## src/rtl/hud_bar_ctrl.sv

```systemverilog
`default_nettype none
// ============================================================================
// Module  : hud_bar_ctrl
// Brief   : Per-pixel HUD health/score bar selects with frame-latched values,
//           PLAY/LOW/DEAD state machine and sticky game_over.
//           Optional macro HUD_BLINK_EN enables blinking of the LOW-health bar.
// Revision: 1.0  initial release
// ============================================================================
module hud_bar_ctrl #(
  parameter int BAR_X        = 16,
  parameter int HB_Y         = 8,
  parameter int SB_Y         = 20,
  parameter int BAR_H        = 8,
  parameter int LOW_TH       = 64,
  parameter int BLINK_FRAMES = 16,
  parameter int DEAD_FRAMES  = 4
) (
  input  logic       clk,
  input  logic       reset_n,
  input  logic       frame_start,
  input  logic       video_on,
  input  logic [9:0] pixel_row,
  input  logic [9:0] pixel_column,
  input  logic [7:0] health,
  input  logic [7:0] score,
  output logic [1:0] health_disp_ip,
  output logic       score_disp_ip,
  output logic       video_on_d,
  output logic       game_over
);

  localparam logic [10:0] c_BAR_X  = 11'(BAR_X);
  localparam logic [10:0] c_HB_Y0  = 11'(HB_Y);
  localparam logic [10:0] c_HB_Y1  = 11'(HB_Y + BAR_H);
  localparam logic [10:0] c_SB_Y0  = 11'(SB_Y);
  localparam logic [10:0] c_SB_Y1  = 11'(SB_Y + BAR_H);
  localparam logic [8:0]  c_LOW_TH = 9'(LOW_TH);
  localparam int          c_DW     = $clog2(DEAD_FRAMES + 1);
  localparam logic [c_DW-1:0] c_DEAD_MAX = c_DW'(DEAD_FRAMES);

  typedef enum logic [1:0] {
    ST_PLAY = 2'd0,
    ST_LOW  = 2'd1,
    ST_DEAD = 2'd2
  } state_t;

  state_t          state_q, state_d;
  logic [c_DW-1:0] dead_cnt_q, dead_cnt_d;
  logic [7:0]      h_s_q, s_s_q;
  logic            hb_win_q, sb_win_q, vo1_q;
  logic [1:0]      hd_q;
  logic            sd_q, vo2_q;

  logic [10:0]     w_row, w_col;
  logic            w_hb_hit, w_sb_hit;
  logic [1:0]      w_class;
  logic            w_blink_on;
  logic            w_hb_en;

  // Shadow copies change only at frame_start so a frame never tears.
  always_ff @(posedge clk or negedge reset_n) begin
    if (!reset_n) begin
      h_s_q <= 8'd0;
      s_s_q <= 8'd0;
    end else if (frame_start) begin
      h_s_q <= health;
      s_s_q <= score;
    end
  end

  always_comb begin
    state_d    = state_q;
    dead_cnt_d = dead_cnt_q;
    if (frame_start && (state_q != ST_DEAD)) begin
      if (health == 8'd0) begin
        if (dead_cnt_q != c_DEAD_MAX) begin
          dead_cnt_d = dead_cnt_q + 1'b1;
        end
      end else begin
        dead_cnt_d = '0;
      end
      if ((health == 8'd0) && (dead_cnt_d == c_DEAD_MAX)) begin
        state_d = ST_DEAD;
      end else if ((state_q == ST_PLAY) && (health != 8'd0) && ({1'b0, health} < c_LOW_TH)) begin
        state_d = ST_LOW;
      end else if ((state_q == ST_LOW) && ({1'b0, health} >= c_LOW_TH)) begin
        state_d = ST_PLAY;
      end
    end
  end

  always_ff @(posedge clk or negedge reset_n) begin
    if (!reset_n) begin
      state_q    <= ST_PLAY;
      dead_cnt_q <= '0;
    end else begin
      state_q    <= state_d;
      dead_cnt_q <= dead_cnt_d;
    end
  end

`ifdef HUD_BLINK_EN
  localparam int              c_BW         = (BLINK_FRAMES > 1) ? $clog2(BLINK_FRAMES) : 1;
  localparam logic [c_BW-1:0] c_BLINK_LAST = c_BW'(BLINK_FRAMES - 1);

  logic [c_BW-1:0] blink_cnt_q, blink_cnt_d;
  logic            phase_q, phase_d;

  // Counter only runs while LOW persists across a frame; any other path restarts it with the bar on.
  always_comb begin
    blink_cnt_d = blink_cnt_q;
    phase_d     = phase_q;
    if (frame_start) begin
      if ((state_q == ST_LOW) && (state_d == ST_LOW)) begin
        if (blink_cnt_q == c_BLINK_LAST) begin
          blink_cnt_d = '0;
          phase_d     = ~phase_q;
        end else begin
          blink_cnt_d = blink_cnt_q + 1'b1;
        end
      end else begin
        blink_cnt_d = '0;
        phase_d     = 1'b1;
      end
    end
  end

  always_ff @(posedge clk or negedge reset_n) begin
    if (!reset_n) begin
      blink_cnt_q <= '0;
      phase_q     <= 1'b1;
    end else begin
      blink_cnt_q <= blink_cnt_d;
      phase_q     <= phase_d;
    end
  end

  assign w_blink_on = phase_q;
`else
  assign w_blink_on = 1'b1;
`endif

  // 11-bit operands keep BAR_X + 2*score from wrapping.
  assign w_row    = {1'b0, pixel_row};
  assign w_col    = {1'b0, pixel_column};
  assign w_hb_hit = (w_row >= c_HB_Y0) && (w_row < c_HB_Y1) &&
                    (w_col >= c_BAR_X) && (w_col < (c_BAR_X + {3'b000, h_s_q}));
  assign w_sb_hit = (w_row >= c_SB_Y0) && (w_row < c_SB_Y1) &&
                    (w_col >= c_BAR_X) && (w_col < (c_BAR_X + {2'b00, s_s_q, 1'b0}));

  always_comb begin
    w_class = 2'b00;
    if (h_s_q >= 8'd128) begin
      w_class = 2'b11;
    end else if ({1'b0, h_s_q} >= c_LOW_TH) begin
      w_class = 2'b10;
    end else if (h_s_q != 8'd0) begin
      w_class = 2'b01;
    end
  end

  assign w_hb_en = (state_q == ST_LOW) ? w_blink_on : (state_q == ST_PLAY);

  always_ff @(posedge clk or negedge reset_n) begin
    if (!reset_n) begin
      hb_win_q <= 1'b0;
      sb_win_q <= 1'b0;
      vo1_q    <= 1'b0;
      hd_q     <= 2'b00;
      sd_q     <= 1'b0;
      vo2_q    <= 1'b0;
    end else begin
      hb_win_q <= w_hb_hit;
      sb_win_q <= w_sb_hit;
      vo1_q    <= video_on;
      vo2_q    <= vo1_q;
      sd_q     <= vo1_q & sb_win_q;
      // Score takes priority where the bars would overlap.
      hd_q     <= (vo1_q && hb_win_q && !sb_win_q && w_hb_en) ? w_class : 2'b00;
    end
  end

  assign health_disp_ip = hd_q;
  assign score_disp_ip  = sd_q;
  assign video_on_d     = vo2_q;
  assign game_over      = (state_q == ST_DEAD);

endmodule
`default_nettype wire

```

## config.mk

```make
export PLATFORM = sky130hd
export DESIGN_NAME = hud_bar_ctrl
export DESIGN_NICKNAME = d
export VERILOG_FILES = /design/src/rtl/hud_bar_ctrl.sv
export SDC_FILE = /design/constraint.sdc
export NUM_CORES = 1
export LEC_CHECK = 0
export CORE_UTILIZATION = 40
export CTS_CLUSTER_DIAMETER = 200
export DETAILED_ROUTE_END_ITERATION = 10
export MAX_ROUTING_LAYER = met4
export PLACE_DENSITY_LB_ADDON = 0.15
export SLEW_MARGIN = 10
export SYNTH_ARGS = -nofsm -noshare
export SYNTH_HDL_FRONTEND = slang
export SYNTH_SLANG_ARGS = --single-unit
```

## constraint.sdc

```tcl
create_clock -name clk -period 2.7 [get_ports clk]
set_input_delay 0.54 -clock clk [delete_from_list [all_inputs] [get_ports clk]]
set_output_delay 0.54 -clock clk [all_outputs]
set_load 0.1 [all_outputs]
```

==> flow_metrics.env <==
export IMPL_port_buffers=42
export IMPL_synth_top_area_cell="dfrtp_1"
export IMPL_p_per_area_nw_per_um2=458
export IMPL_grt_max_degree=29
export IMPL_yosysTopAreaCellShare_pct=41.6
export IMPL_hold_viol=0
export IMPL_drt_wirelength_per_cell_um=13.8
export IMPL_cts_hold_buf=0
export IMPL_busiest_layer="met2"
export IMPL_ys_ff_latch=28
export IMPL_hpwl_um=2850
export IMPL_met3_usage_pct=2.23
export IMPL_die_area_sq_um=4470
export IMPL_yosysSeqAreaShare_pct=41.6
export IMPL_drive_gt1_share_pct=8.78
export IMPL_clock_skew_ns=0.000811
export IMPL_final_area_sq_um=2230
export IMPL_r2r_cells=7
export IMPL_swShare_pct=25.2
export IMPL_slew_headroom_pct=73.5
export IMPL_cap_violations=0
export IMPL_p_comb_share_pct=22.1
export IMPL_synth_fp_nets=221
export IMPL_die_width_um=66.9
export IMPL_synth_area_leaders="dfrtp_1 42%, ha_1 16%, mux2_1 6.0%, nand2_1 3.1%, a21oi_1 3.0%"
export IMPL_cts_root_buf="clkbuf_8"
export IMPL_fin_crit_sh_pct=69.4
export IMPL_vias=1334
export IMPL_holdWs_ns=0.408
export IMPL_placed_area_sq_um=2150
export IMPL_end_kind="register"
export IMPL_cts_max_path_buffers=2
export IMPL_synth_cell_type_count=40
export IMPL_reg2reg_slack_ns=0.84
export IMPL_cts_buffers=3
export IMPL_worst_pin_slew_ns=0.397
export IMPL_antenna_found_initial=0
export IMPL_grt_pass1_vias=1321
export IMPL_period_minus_slack_ns=1.87
export IMPL_p_seq_share_pct=45.8
export IMPL_cts_resized=0
export IMPL_synth_flop_cell="dfrtp_1"
export IMPL_syn_avg_cell_area_sq_um=10.5
export IMPL_n_antenna_cell=0
export IMPL_rows=23
export IMPL_wl_um=3530
export IMPL_htree_levels=1
export IMPL_synth_edf_count=0
export IMPL_status="finished, final reports clean"
export IMPL_globalRouteTotalUtil_pct=18.1
export IMPL_endpoint="state_q[0]"
export IMPL_drt_iter0_drc=35
export IMPL_avgViaCountPerCell=5.23
export IMPL_dr_pass1_iters=4
export IMPL_globalRouteMet1Util_pct=21.7
export IMPL_synth_warning_count=0
export IMPL_worst_path_max_fanout=6
export IMPL_p_switching_uw=257
export IMPL_final_common_cell="clkdlybuf4s50_1"
export IMPL_postCtsSetupRepairBufs=0
export IMPL_area_growth_pct=32.3
export IMPL_max_freq_ghz=0.534
export IMPL_synthArstFlopShare_pct=100
export IMPL_clkSlewWorstSetupHoldPaths_ns=0.09
export IMPL_tns_ns=0
export IMPL_cts_sinks=28
export IMPL_cp_arrival_ns=2.04
export IMPL_drcViolationCount=0
export IMPL_p_int_uw=763
export IMPL_synth_area_sq_um=1680
export IMPL_grt_pass1_wl_um=5870
export IMPL_required_ns=2.87
export IMPL_fin_nets=267
export IMPL_crit_start="health[7]"
export IMPL_clk_latency_ns=0.27
export IMPL_ant_nets=0
export IMPL_drv_slew=0
export IMPL_met2_usage_pct=31.4
export IMPL_num_io_pins=45
export IMPL_ir_drop_v=0.000154
export IMPL_dieHeight_um=66.9
export IMPL_grt_ovfl_total=0
export IMPL_syn_inst=160
export IMPL_worstHoldPathCells=0
export IMPL_critPathKind="in -> reg"
export IMPL_setup_violations=0
export IMPL_hold_class="reg -> reg"
export IMPL_clockPowerShare_pct=32.0
export IMPL_p_leak_uw=0.000982
export IMPL_cp_start_kind="input port"
export IMPL_rr_endpoint="hb_win_q"
export IMPL_gp_congestion=0.853
export IMPL_initial_core_util_pct=41.8
export IMPL_rsz0062_at_grt="false"
export IMPL_final_cell_mix="37 x clkdlybuf4s50_1, 28 x dfrtp_1, 21 x ha_1"
export IMPL_core_sq_um=4030
export IMPL_r2r_start="h_s_q[4]"
export IMPL_tritoncts="built"
-- cell families after synthesis --
logic type / Yosys count / synth area share (%)
and+or+nand+nor: 45 / 14.8
AOI/OAI and AO/OA: 36 / 15.3
DFF: 28 / 41.6
adders and majority gates: 21 / 15.6
buffers and inverters: 15 / 3.49
muxes: 9 / 6.02
xor gates and xnor gates: 6 / 3.12
-- metal layers --
metal | up-vias | wire [um]
li1 | 665 | -
met1 | 633 | 1570
met2 | 34 | 1770
met3 | 2 | 163
met4 | 0 | 22
met5 | - | 0
-- how the worst min path moves through the flow --
stage	startpoint	end	slack, ns
3_3_place_gp	vo1_q	video_on_d	0.40
4_1_cts	vo1_q	video_on_d	0.41
5_1_grt	vo1_q	video_on_d	0.42
2_1_floorplan	reset_n	dead_cnt_q[0]	0.24
3_5_place_dp	vo1_q	video_on_d	0.38
6_report	vo1_q	video_on_d	0.41
-- state kept, by name, indices dropped and copies added, names as in the netlist --
signal,count
score_disp_ip,1
vo1_q,1
sb_win_q,1
h_s_q,8
health_disp_ip,2
s_s_q,8
dead_cnt_q,3
video_on_d,1
state_q,2
hb_win_q,1
-- power groups by stage --
stage	Sequential (uW)	Combinational [uW]	Clock [uW]
after floorplan	475	123	0
after global placement	474	221	0
after detailed placement	476	228	0
after CTS	468	230	340
after global routing	472	258	357
final	467	226	327
-- final cells by class --
class,count,area [sq um]
clock inverter,1,30.0
timing repair buffer,44,423
sequential,28,701
multi-input combinational,117,923
fill,365,1800
tap,50,62.6
clock buffer,3,41.3
inverter,12,45.0
-- critical path, cell delays in order --
cell and delay [ns]:
clkdlybuf4s50_1 0.45, or4_1 0.56, nor2_2 0.24, nand3_1 0.12
o211a_1 0.13
-- per-stage QoR --
| step | setup WS (ns) | utilization [%] | cells | power, uW |
|---|---|---|---|---|
| finish | 0.826 | 55.2 | 255 | 1020 |
| global route | 0.732 | 55.2 | 255 | 1090 |
| CTS | 0.828 | 55.2 | 255 | 1040 |
| detailed placement | 0.536 | 53.5 | 251 | 704 |
| global placement | 0.561 | 53.5 | 251 | 695 |
| floorplan | 0.190 | - | 160 | 598 |
-- synth_stat cells, types with 2 or more instances --
library cell	n
or4_4	2
o21a_1	2
dfrtp_1	28
ha_1	21
nand2_1	14
mux2_1	9
inv_1	12
a21o_1	3
a21oi_1	10
xor2_1	2
buf_2	2
nand2b_1	3
xnor2_1	4
o21ai_1	9
nand3_1	8
nor2_1	5
nor2b_1	3
Power figures use the tool's default switching activity.
